===== config.mk =====
export PLATFORM = sky130hd
export DESIGN_NAME = mem_stage_ctrl
export DESIGN_NICKNAME = d
export VERILOG_FILES = /design/src/rtl/mem_stage_ctrl.sv
export SDC_FILE = /design/constraint.sdc
export NUM_CORES = 1
export LEC_CHECK = 0
export ABC_AREA = 1
export CORE_MARGIN = 2
export CORE_UTILIZATION = 45
export DETAILED_ROUTE_END_ITERATION = 10
export HOLD_SLACK_MARGIN = 0.02
export PLACE_DENSITY_LB_ADDON = 0.3
export SYNTH_ARGS = -nofsm -noshare
export SYNTH_HDL_FRONTEND = slang
export SYNTH_SLANG_ARGS = --single-unit

===== constraint.sdc =====
create_clock -name clk -period 2.3 [get_ports clk]
set_input_delay 0.46 -clock clk [delete_from_list [all_inputs] [get_ports clk]]
set_output_delay 0.46 -clock clk [all_outputs]
set_load 0.005 [all_outputs]

===== src/rtl/mem_stage_ctrl.sv =====
// MEM-stage data-memory controller: request/response handshake with the data cache,
// store lane masking/shifting, load alignment/extension and pipeline stall generation.
module mem_stage_ctrl #(
  parameter int TIMEOUT = 1024,
  parameter int CNT_W   = 16
) (
  input  logic        clk,
  input  logic        rst,
  input  logic        ex_mem_valid_i,
  input  logic        ex_mem_load_i,
  input  logic        ex_mem_store_i,
  input  logic [2:0]  ex_mem_funct3_i,
  input  logic [31:0] ex_mem_alu_out_i,
  input  logic [31:0] ex_mem_rs2_out_i,
  output logic [31:0] dmem_address_o,
  output logic        dmem_read_o,
  output logic        dmem_write_o,
  output logic [3:0]  dmem_wmask_o,
  output logic [31:0] dmem_wdata_o,
  input  logic [31:0] dmem_rdata_i,
  input  logic        dmem_resp_i,
  output logic        mem_stall_o,
  output logic [31:0] mem_rdata_o,
  output logic        mem_rdata_valid_o,
  output logic [1:0]  mem_fault_o
);

  typedef enum logic [1:0] {IDLE = 2'd0, ACCESS = 2'd1, DONE = 2'd2} state_t;

  state_t            state_r;
  logic [CNT_W-1:0]  cnt_r;
  logic [1:0]        fault_r;
  logic              is_load_r;
  logic [2:0]        funct3_r;
  logic [1:0]        addr_lo_r;
  logic [31:0]       address_r;
  logic              read_r;
  logic              write_r;
  logic [3:0]        wmask_r;
  logic [31:0]       wdata_r;
  logic [31:0]       rdata_r;
  logic              rdata_valid_r;

  logic memop_s;
  logic bad_s;
  logic start_s;
  logic illegal_s;
  logic timeout_s;

  function automatic logic [3:0] store_mask(input logic [2:0] f3, input logic [1:0] a);
    case (f3[1:0])
      2'd0:    store_mask = 4'b0001 << a;
      2'd1:    store_mask = 4'b0011 << {a[1], 1'b0};
      default: store_mask = 4'b1111;
    endcase
  endfunction

  function automatic logic [31:0] load_align(input logic [2:0] f3, input logic [1:0] a,
                                             input logic [31:0] rdata);
    logic [31:0] sh;
    sh = rdata >> {a, 3'b000};
    case (f3)
      3'd0:    load_align = {{24{sh[7]}}, sh[7:0]};
      3'd1:    load_align = {{16{sh[15]}}, sh[15:0]};
      3'd4:    load_align = {24'h000000, sh[7:0]};
      3'd5:    load_align = {16'h0000, sh[15:0]};
      default: load_align = rdata;
    endcase
  endfunction

  // Illegal width codes and misaligned halfword/word addresses.
  function automatic logic access_bad(input logic load, input logic [2:0] f3, input logic [1:0] a);
    logic code_bad;
    logic mis;
    code_bad = load ? ((f3 == 3'd3) || (f3 == 3'd6) || (f3 == 3'd7)) : (f3 >= 3'd3);
    mis      = ((f3[1:0] == 2'd1) && a[0]) || ((f3[1:0] == 2'd2) && (a != 2'd0));
    access_bad = code_bad || mis;
  endfunction

  assign memop_s   = ex_mem_valid_i & (ex_mem_load_i ^ ex_mem_store_i);
  assign bad_s     = access_bad(ex_mem_load_i, ex_mem_funct3_i, ex_mem_alu_out_i[1:0]);
  assign start_s   = (state_r == IDLE) & memop_s & ~bad_s;
  assign illegal_s = (state_r == IDLE) & ex_mem_valid_i &
                     ((ex_mem_load_i & ex_mem_store_i) | (memop_s & bad_s));
  assign timeout_s = (TIMEOUT != 0) && (cnt_r == CNT_W'(TIMEOUT - 1));

  assign mem_stall_o       = start_s | (state_r == ACCESS);
  assign dmem_address_o    = address_r;
  assign dmem_read_o       = read_r;
  assign dmem_write_o      = write_r;
  assign dmem_wmask_o      = wmask_r;
  assign dmem_wdata_o      = wdata_r;
  assign mem_rdata_o       = rdata_r;
  assign mem_rdata_valid_o = rdata_valid_r;

  // Fault reporting: immediate for illegal accesses, latched value during DONE.
  always_comb begin
    mem_fault_o = 2'b00;
    if (state_r == IDLE) begin
      mem_fault_o = illegal_s ? 2'b01 : 2'b00;
    end else if (state_r == DONE) begin
      mem_fault_o = fault_r;
    end else begin
      mem_fault_o = 2'b00;
    end
  end

  // Access FSM with captured request, watchdog and load result registers.
  always_ff @(posedge clk) begin
    if (rst) begin
      state_r       <= IDLE;
      cnt_r         <= {CNT_W{1'b0}};
      fault_r       <= 2'b00;
      is_load_r     <= 1'b0;
      funct3_r      <= 3'd0;
      addr_lo_r     <= 2'd0;
      address_r     <= 32'h0000_0000;
      read_r        <= 1'b0;
      write_r       <= 1'b0;
      wmask_r       <= 4'b0000;
      wdata_r       <= 32'h0000_0000;
      rdata_r       <= 32'h0000_0000;
      rdata_valid_r <= 1'b0;
    end else begin
      rdata_valid_r <= 1'b0;
      case (state_r)
        IDLE: begin
          if (start_s) begin
            state_r   <= ACCESS;
            cnt_r     <= {CNT_W{1'b0}};
            fault_r   <= 2'b00;
            is_load_r <= ex_mem_load_i;
            funct3_r  <= ex_mem_funct3_i;
            addr_lo_r <= ex_mem_alu_out_i[1:0];
            address_r <= {ex_mem_alu_out_i[31:2], 2'b00};
            read_r    <= ex_mem_load_i;
            write_r   <= ex_mem_store_i;
            wmask_r   <= ex_mem_store_i ? store_mask(ex_mem_funct3_i, ex_mem_alu_out_i[1:0]) : 4'b0000;
            wdata_r   <= ex_mem_store_i ? (ex_mem_rs2_out_i << {ex_mem_alu_out_i[1:0], 3'b000})
                                        : 32'h0000_0000;
          end
        end
        ACCESS: begin
          if (dmem_resp_i) begin
            state_r       <= DONE;
            read_r        <= 1'b0;
            write_r       <= 1'b0;
            rdata_valid_r <= is_load_r;
            if (is_load_r) begin
              rdata_r <= load_align(funct3_r, addr_lo_r, dmem_rdata_i);
            end
          end else if (timeout_s) begin
            state_r       <= DONE;
            fault_r       <= 2'b10;
            read_r        <= 1'b0;
            write_r       <= 1'b0;
            rdata_valid_r <= is_load_r;
          end else if (cnt_r != {CNT_W{1'b1}}) begin
            cnt_r <= cnt_r + CNT_W'(1);
          end
        end
        DONE: begin
          state_r <= IDLE;
        end
        default: begin
          state_r <= IDLE;
        end
      endcase
    end
  end

endmodule

==> results of run 1 <==
[through the flow]
stage / hold WS, ns / util (%) / setup slack, ns / cells / setup TNS [ns]
3_3_place_gp: 0.440 / 64.7 / -0.458 / 1162 / -5.07
2_1_floorplan: 0.437 / - / 0.505 / 798 / 0
4_1_cts: 0.458 / 69.3 / 0.0561 / 1195 / 0
3_5_place_dp: 0.450 / 64.7 / -0.485 / 1162 / -8.55
6_report: 0.457 / 69.4 / 0.183 / 1195 / 0
5_1_grt: 0.475 / 69.4 / 0.0800 / 1195 / 0
[kinds of logic (layout without fill, tap and decap cells)]
kind of cell	count (synthesis)	after routing	share of synthesized area, %
flops	126	126	42.6
xor+xnor	7	7	1.03
buf+inv	109	334	8.61
other cells	1	2	0.0633
compound gates	217	217	23.0
fa+ha+maj	2	2	0.422
simple gates	335	335	24.3
[placed cells by master, fill, tap and decap left out, types with 3 or more instances in the layout]
cell type,Yosys,routed
nand2_4,3,3
clkinv_2,0,4
clkdlybuf4s50_1,0,202
dlygate4sd2_1,0,3
a22o_1,38,38
a21oi_1,45,45
buf_4,6,33
buf_12,0,3
nand2_2,5,5
o21ai_0,59,58
inv_2,7,7
dfxtp_1,126,126
o31ai_1,6,6
o22ai_1,13,13
clkinv_1,3,3
nor2_4,3,3
nor2_1,55,54
o221ai_1,17,17
nor2_2,3,4
inv_1,49,49
xor2_1,4,4
o21bai_1,3,3
nand3_1,54,54
a31oi_1,7,7
nand4_1,5,5
clkbuf_16,0,17
nand2_1,200,200
xnor2_1,3,3
o21ai_1,24,23
[routing by layer]
metal,part of all wire [%],vias to the layer above
met1,41,2813
met2,49,242
li1,-,3132
met5,0,-
met3,8.6,20
met4,1.5,0
[worst paths after layout]
check,start,endpoint,slack (ns),cells after the start
max,ex_mem_load_i,mem_stall_o,0.18,8
min,dmem_wdata_o[21]$_SDFFE_PP0P_,dmem_wdata_o[21]$_SDFFE_PP0P_,0.46,2
max reg2reg,addr_lo_r[1]$_SDFFE_PP0P_,mem_rdata_o[26]$_SDFFE_PP0P_,0.39,8
min reg2reg,dmem_wdata_o[21]$_SDFFE_PP0P_,dmem_wdata_o[21]$_SDFFE_PP0P_,0.46,2
[registers in the layout, summed over array words and instances (netlist names)]
| register | cells |
|---|---|
| is_load_r | 1 |
| dmem_read_o | 1 |
| funct3_r | 3 |
| dmem_address_o | 30 |
| dmem_write_o | 1 |
| mem_rdata_valid_o | 1 |
| state_r | 2 |
| fault_r | 1 |
| mem_rdata_o | 32 |
| dmem_wdata_o | 32 |
| dmem_wmask_o | 4 |
| addr_lo_r | 2 |
| cnt_r | 16 |
[tightest hold or removal path, delay by kind of cell, from the launching register on]
family / cells / cell delay (ns)
AO/OA/AOI/OAI: 1 / 0.05
flip-flops: 1 / 0.31
AND/OR/NAND/NOR: 1 / 0.05
[synth_stat cells (all sizes together), types with 13 or more instances]
library cell | n | share of area, %
nand2 | 208 | 14
dfxtp | 126 | 43
o21ai | 83 | 7.0
nor2 | 61 | 4.4
nand3 | 57 | 5.2
inv | 56 | 3.5
a21oi | 45 | 3.8
a22o | 38 | 5.6
buf | 34 | 3.8
o221ai | 17 | 2.5
clkbuf | 16 | 1.0
o22ai | 13 | 1.4
[what timing repair did]
item	in CTS	in global routing
setup buffers	2	0
gates resized for setup	15	2
endpoints found under the setup margin	2	1
pin swaps	5	4
[final cells by class]
type | instances | area (um^2) | area share (%)
Timing Repair Buffer | 244 | 2380 | 27.0
Sequential cell | 126 | 2520 | 28.6
Clock buffer | 21 | 460 | 5.22
Multi-Input combinational cell | 563 | 2910 | 33.0
Inverter | 59 | 221 | 2.51
Clock inverter | 10 | 114 | 1.29
Tap cell | 172 | 215 | 2.44
[power by group through the flow]
stage / sequential [W] / combinational, W / clock (W)
after global routing: 0.00225 / 0.000730 / 0.00276
after detailed placement: 0.00229 / 0.000660 / 0
final: 0.00225 / 0.000669 / 0.00260
after global placement: 0.00229 / 0.000656 / 0
after floorplan: 0.00229 / 0.000299 / 0
after CTS: 0.00225 / 0.000666 / 0.00263
==> results.toml, run 1 <==
[run_status]
status = "complete, no violations"

[setup_path]
slowest_delay_ns = 0.28
cp.arrival_ns = 1.66
cp_data_required_time_ns = 1.84
end_kind = "primary output"
path_class = "primary input to primary output"
crit_chain = "dlygate4sd2_1 -> ha_1 -> nand2_1 -> buf_4 -> nor2_4 -> nand3_4 -> nand2_2 -> clkdlybuf4s15_2"
critical_path.slowest_cell = "ha_1"
cp-start-kind = "primary input"
path_delay_family = "buffers and inverters"
cp_max_fo = 2
crit_buf_inv = 3

[power]
p_int_w = 0.00420
netSwitchingFraction_pct = 23.8
switching_power_w = 0.00131
combinationalPowerShare_pct = 12.1
leakage_nw = 3.44
seqPwrFrac_pct = 40.7
ir_worst_vdd_v = 0.000447
report.power.total_w = 0.00552
p_per_area_nw_per_um2 = 625
pwr-share-clk_pct = 47.1

[drt]
via_per_inst = 5.19
wirelength_mm = 18.6
postRouteAntennaNets = 0
num_vias = 6207
drt_iter0_markers = 647
firstDrtPassIters = 6
drcViolationCount = 0
wire_per_inst_um = 15.6

[floorplanning]
dieHeight_um = 119
die_area_um2 = 14100
ios = 211
start_util_pct = 46.6
core_um2 = 12700
rows = 41
die_x_um = 119

[layout]
syn_to_final_growth_pct = 49.0
fillers = 1080
final_area_um2 = 8830
nNetsFinal = 1118
drive_above_1_share_pct = 9.58
n_antenna_cell = 0

[clock_network]
root_buffer = "clkbuf_16"
worst_skew_pair.late_latency_ns = 0.41
cts_buffer_depth = 2
hold_buffers = 0
cts_max_level = 4
cts_sinks = 126
cts_buffers = 17
path_clk_slew_ns = 0.05
tritoncts = "yes"

[global_routing]
global_route.usage.met2_pct = 44.4
busiest_layer = "met2"
grt_start_max_net_pins = 50
grt_use_met3_pct = 10.1
grt_overflow = 0
grt_pass1_vias = 6089
grtUsageTotal_pct = 26.7
antenna_found_initial = 0
grtUsageMet1_pct = 31.9
grt_pass1_wl_mm = 30.4

[synth]
ys_warn_count = 0
avgSynthCellArea_um2 = 7.43
synth_cell_type_count = 40
synth_cells = 797
synth_edf_count = 0
yosysSeqAreaShare_pct = 42.6
synth_seq_cells = 126
synth_area_um2 = 5930
synthArstFlopShare_pct = 0
synth_flop_cell = "dfxtp_1"

[worst_hold_path]
worstHoldPathType = "flop to flop"

[sta]
fmax_mhz = 472
final-max-slew-violation-count = 0
worstMarginPinSlew_ns = 0.587
setup_viol = 0
maxSlewHeadroom_pct = 60.6
post-route-period-util_pct = 92.1
rsz0062_at_grt = "no"
fin_skew_ns = 0.00632
hold_violations = 0
finalCriticalPeriod_ns = 2.12

[place]
dp_hpwl_mm = 13.5
place_congestion = 0.932
placed_area_um2 = 8230
portBuffers = 208

[flow_run]
max_cap_viol_count = 0
(Power assumes the default switching activity.)
==> inputs of run 2 (changes only) <==
--- a/config.mk
+++ b/config.mk
@@ -7,6 +7,8 @@
 export LEC_CHECK = 0
 export ABC_AREA = 1
+export CAP_MARGIN = 20
 export CORE_MARGIN = 2
 export CORE_UTILIZATION = 45
+export CTS_BUF_LIST = sky130_fd_sc_hd__clkbuf_16
 export DETAILED_ROUTE_END_ITERATION = 10
 export HOLD_SLACK_MARGIN = 0.02
==> constraint.sdc (replaced) <==
create_clock -name clk -period 2.3 [get_ports clk]
set_input_delay 0.69 -clock clk [delete_from_list [all_inputs] [get_ports clk]]
set_output_delay 0.69 -clock clk [all_outputs]
set_load 0.005 [all_outputs]
==> run 2 against run 1 <==
Hold slack lost 0.0022 ns. Power fell by 2.3%. Critical path depth unchanged. Global-route usage up 0.50 points. First-iteration DRC count decreased by 28%. Clock skew increased by 0.012 ns. Sequential cell count stayed put. Sequential power is essentially flat. Clock power decreased by 7%. Cell area up 2.7%. Count of clock-buffer cells in the layout decreased by 4. Setup slack got worse by 0.17 ns. Largest cell class unchanged.
==> results.toml, run 2 (synthesized netlist as in run 1, its figures left out) <==
[drt]
via_per_inst = 5.23
drt_iter0_markers = 466
top_layer = "met4"
wire_per_inst_um = 15.9
wl_met3_mm = 1.60
drt-met1-wl_mm = 8.04
drcViolationCount = 0
num_vias = 6400
wirelength_mm = 19.4
postRouteAntennaNets = 0
firstDrtPassIters = 5
met2_length_mm = 9.23

[layout]
nNetsFinal = 1147
final_cell_mix = "nand2_1 (198), clkdlybuf4s50_1 (198), dfxtp_1 (126)"
n_antenna_cell = 0
fillers = 1050
drive_above_1_share_pct = 13.3
stdcell_count = 1224
regArea_um2 = 2520
syn_to_final_growth_pct = 53.1
multi_input_area_um2 = 2950

[setup_path]
cp_data_required_time_ns = 1.61
cp-start-kind = "primary input"
cp.arrival_ns = 1.60
end_kind = "primary output"
path_class = "primary input to primary output"
cp_max_fo = 4

[place]
dp_slack_ns = -0.902
place_congestion = 0.915
dp_hpwl_mm = 13.5
place_inst = 1170
portBuffers = 208

[clock_network]
cts_buffers = 17
cts_max_level = 4
path_clk_slew_ns = 0.05
cts_buffer_depth = 2
worst_skew_pair.late_latency_ns = 0.42
root_buffer = "clkbuf_16"
cts_sinks = 126
tritoncts = "yes"

[floorplanning]
dieHeight_um = 119
ios = 211
start_util_pct = 46.6
rows = 41
die_x_um = 119
die_area_um2 = 14100
core_um2 = 12700

[global_routing]
grt_overflow = 0
grt_pass1_wl_mm = 30.5
grt_pass1_vias = 6088
antenna_found_initial = 0
grtUsageTotal_pct = 27.2
grt_start_max_net_pins = 43

[sta]
maxSlewHeadroom_pct = 60.4
final-max-slew-violation-count = 0
finalCriticalPeriod_ns = 2.29
setup_ws_ns = 0.0127
worstMarginPinSlew_ns = 0.590
fin_skew_ns = 0.0183
rsz0062_at_grt = "yes"
fmax_mhz = 437
hold_violations = 0
setup_viol = 0
post-route-period-util_pct = 99.4

[worst_hold_path]
worstHoldPathType = "flop to flop"

[run_status]
status = "complete, no violations"

[power]
leakage_nw = 3.57
p_per_area_nw_per_um2 = 594
ir_worst_vdd_v = 0.000477
switching_power_w = 0.00133
combinationalPowerShare_pct = 13.6
netSwitchingFraction_pct = 24.7
pwr-share-clk_pct = 44.7
seqPwrFrac_pct = 41.7
p_int_w = 0.00406

[flow_run]
max_cap_viol_count = 0
## run 2: cell types whose count changed in the layout (fill, tap and decap cells not counted), moves of 4 or more
| cell | delta |
|---|---|
| buf_4 | +26 |
| clkdlybuf4s50_1 | -4 |
| clkinv_1 | +4 |
| inv_1 | -4 |
| inv_2 | +5 |
## run 2: area by class of cell
class	count	share of cell area, %
Sequential cell	126	27.8
Clock inverter	14	1.16
Multi-Input combinational cell	563	32.6
Tap cell	172	2.37
Inverter	59	2.44
Clock buffer	17	4.69
Timing Repair Buffer	273	29.0
## run 2: worst max-delay path, cell delays in order
cell and delay, ns:
buf_8 0.10, nor2_4 0.11, nand3_2 0.10, a21boi_2 0.18
nor2_1 0.06, o21ai_1 0.14, nor2_1 0.08, buf_2 0.14
## run 2: path summary, 6_finish.rpt
kind | start | to | slack (ns) | depth (start not counted)
setup / recovery | ex_mem_alu_out_i[0] | mem_fault_o[0] | 0.01 | 8
hold / removal | dmem_wdata_o[11]$_SDFFE_PP0P_ | dmem_wdata_o[11]$_SDFFE_PP0P_ | 0.45 | 2
setup reg to reg | cnt_r[0]$_SDFFE_PP0P_ | cnt_r[0]$_SDFFE_PP0P_ | 0.38 | 11
hold reg to reg | dmem_wdata_o[11]$_SDFFE_PP0P_ | dmem_wdata_o[11]$_SDFFE_PP0P_ | 0.45 | 2
## run 2: metal layers
metal	global-route usage [%]	vias up
li1	-	3191
met1	32.2	2919
met2	44.6	249
met3	10.6	41
met4	9.75	0
met5	0	-
## run 2: stage by stage
step	power [W]	hold slack, ns	utilization [%]	area (um^2)	TNS, ns
floorplan	0.00259	0.437	-	5930	0
global placement	0.00296	0.439	65.5	8330	-17.88
detailed placement	0.00296	0.447	65.5	8330	-20.49
CTS	0.00541	0.456	71.1	9050	0
global route	0.00560	0.471	71.3	9070	-0.0465
finish	0.00539	0.455	71.3	9070	0
## run 2: repair_timing
item                                    in CTS  in global routing
pin swaps                                   10                  7
endpoints found under the setup margin       2                  3
setup buffers                               21                  2
hold buffers                                 0                  0
gates resized for setup                     49                 12
## run 2: power groups by stage
stage / sequential (W) / combinational (W) / clock, W
CTS: 0.00225 / 0.000714 / 0.00245
detailed placement: 0.00229 / 0.000670 / 0
global placement: 0.00229 / 0.000667 / 0
floorplan: 0.00229 / 0.000299 / 0
global route: 0.00225 / 0.000791 / 0.00256
finish: 0.00225 / 0.000734 / 0.00241
==> inputs of run 3 (changes only) <==
CAP_MARGIN = not set   (was 20)
PLACE_DENSITY = 0.8   (was not set)
PLACE_DENSITY_LB_ADDON = not set   (was 0.3)
==> run 3 against run 2 <==
Clock skew shrank 0.011 ns. Die area unchanged. Utilization decreased by 0.97 points. Hold slack worse by 0.0033 ns. Power grew 2.3%. First-iteration DRC count is 19% higher. Maximum frequency is 2.8% higher. Critical path depth stayed put. Sequential power hardly changed. Global-route usage fell by 0.52 points. Routed wire length fell by 4.6%. Sequential share of layout area rose by 0.39 points. Largest cell class unchanged. Largest power group unchanged.
==> results.toml, run 3 (synthesized netlist as in run 1, its figures left out) <==
[place]
portBuffers = 208
dp_hpwl_mm = 13.5
placed_area_um2 = 8300
place_congestion = 0.941

[setup_path]
slowest_delay_ns = 0.19
crit_buf_inv = 3
cp_data_required_time_ns = 1.61
critical_path.slowest_cell = "clkdlybuf4s15_1"
cp.arrival_ns = 1.54
cp-start-kind = "primary input"
crit_chain = "clkdlybuf4s15_1 -> inv_2 -> o21ai_4 -> a21boi_2 -> nor2_2 -> o21ai_2 -> nor2_1 -> buf_2"
path_class = "primary input to primary output"
end_kind = "primary output"
path_delay_family = "buffers and inverters"
cp_max_fo = 2

[sta]
whs_ns = 0.451
final-max-slew-violation-count = 0
fmax_mhz = 449
fin_skew_ns = 0.00694
hold_violations = 0
rsz0062_at_grt = "yes"
setup_viol = 0
finalCriticalPeriod_ns = 2.23
setup_tns_ns = 0
worstMarginPinSlew_ns = 0.605
maxSlewHeadroom_pct = 59.4
post-route-period-util_pct = 96.7

[power]
ir_worst_vdd_v = 0.000604
leakage_nw = 3.47
p_per_area_nw_per_um2 = 616

[worst_hold_path]
worstHoldPathType = "flop to flop"

[drt]
num_vias = 6362
wire_per_inst_um = 15.4
via_per_inst = 5.29
firstDrtPassIters = 7
drcViolationCount = 0
drt_iter0_markers = 556
postRouteAntennaNets = 0
wirelength_mm = 18.5

[clock_network]
root_buffer = "clkbuf_16"
cts_sinks = 126
cts_buffers = 17
cts_max_level = 4
worst_skew_pair.late_latency_ns = 0.41
path_clk_slew_ns = 0.05
cts_buffer_depth = 2
tritoncts = "yes"
hold_buffers = 0

[global_routing]
grt_overflow = 0
grt_pass1_wl_mm = 30.3
grt_pass1_vias = 6209
grtUsageTotal_pct = 26.7
antenna_found_initial = 0
grt_start_max_net_pins = 43

[floorplanning]
ios = 211
die_area_um2 = 14100
rows = 41
die_x_um = 119
dieHeight_um = 119
start_util_pct = 46.6
core_um2 = 12700

[layout]
n_antenna_cell = 0
nNetsFinal = 1124
final_area_um2 = 8950
drive_above_1_share_pct = 11.4
final_cell_mix = "nand2_1 (198), clkdlybuf4s50_1 (198), dfxtp_1 (126)"
syn_to_final_growth_pct = 51.0

[run_status]
status = "complete, no violations"

[flow_run]
max_cap_viol_count = 0
[run 3: worst paths after layout]
path	startpoint	end	slack (ns)	depth (start not counted)
min	dmem_wmask_o[2]$_SDFFE_PP0P_	dmem_wmask_o[2]$_SDFFE_PP0P_	0.45	2
max	ex_mem_funct3_i[1]	mem_fault_o[0]	0.07	8
min reg2reg	dmem_wmask_o[2]$_SDFFE_PP0P_	dmem_wmask_o[2]$_SDFFE_PP0P_	0.45	2
max reg2reg	cnt_r[0]$_SDFFE_PP0P_	cnt_r[11]$_SDFFE_PP0P_	0.37	11
[run 3: report_power, final]
part / internal (W) / switching [W] / leakage [nW]
Sequential: 0.00222 / 0.0000267 / 1.02
Clock: 0.00158 / 0.000993 / 0.271
Combinational: 0.000355 / 0.000336 / 2.18
[run 3: area by class of cell]
| type | instances | area, um^2 |
|---|---|---|
| fill | 1070 | 3780 |
| multi-input combinational | 563 | 2950 |
| sequential | 126 | 2520 |
| timing repair buffer | 250 | 2460 |
| clock buffer | 17 | 425 |
| inverter | 59 | 221 |
| tap | 172 | 215 |
| clock inverter | 15 | 145 |
[run 3: worst min-delay path, stage by stage, from the launching register on]
cell and delay (ns):
dfxtp_1 0.30, nand2_1 0.05, o21ai_1 0.05
[run 3: metal layers]
layer	GRT usage [%]	vias up	share of wire, %
met5	0	-	0
met4	10.9	0	3.1
met3	9.22	44	9.3
met2	44.0	250	47
met1	31.6	2912	40
li1	-	3156	-
[run 3: stage by stage]
step                cells  utilization (%)  power (W)  setup slack, ns
finish               1202             70.3    0.00551           0.0748
global route         1202             70.3    0.00573        -0.000935
CTS                  1199             70.0    0.00554         0.000625
detailed placement   1165             65.3    0.00296           -0.861
global placement     1165             65.3    0.00295           -0.743
floorplan             798                -    0.00259           0.0445
[run 3: repair_timing]
item / 4_1_cts / 5_1_grt
cloned: 0 / 0
endpoints found under the hold margin: 0 / 0
setup endpoints to repair: 2 / 2
gates resized for setup: 38 / 18
pin swaps: 11 / 6
setup buffers: 2 / 3
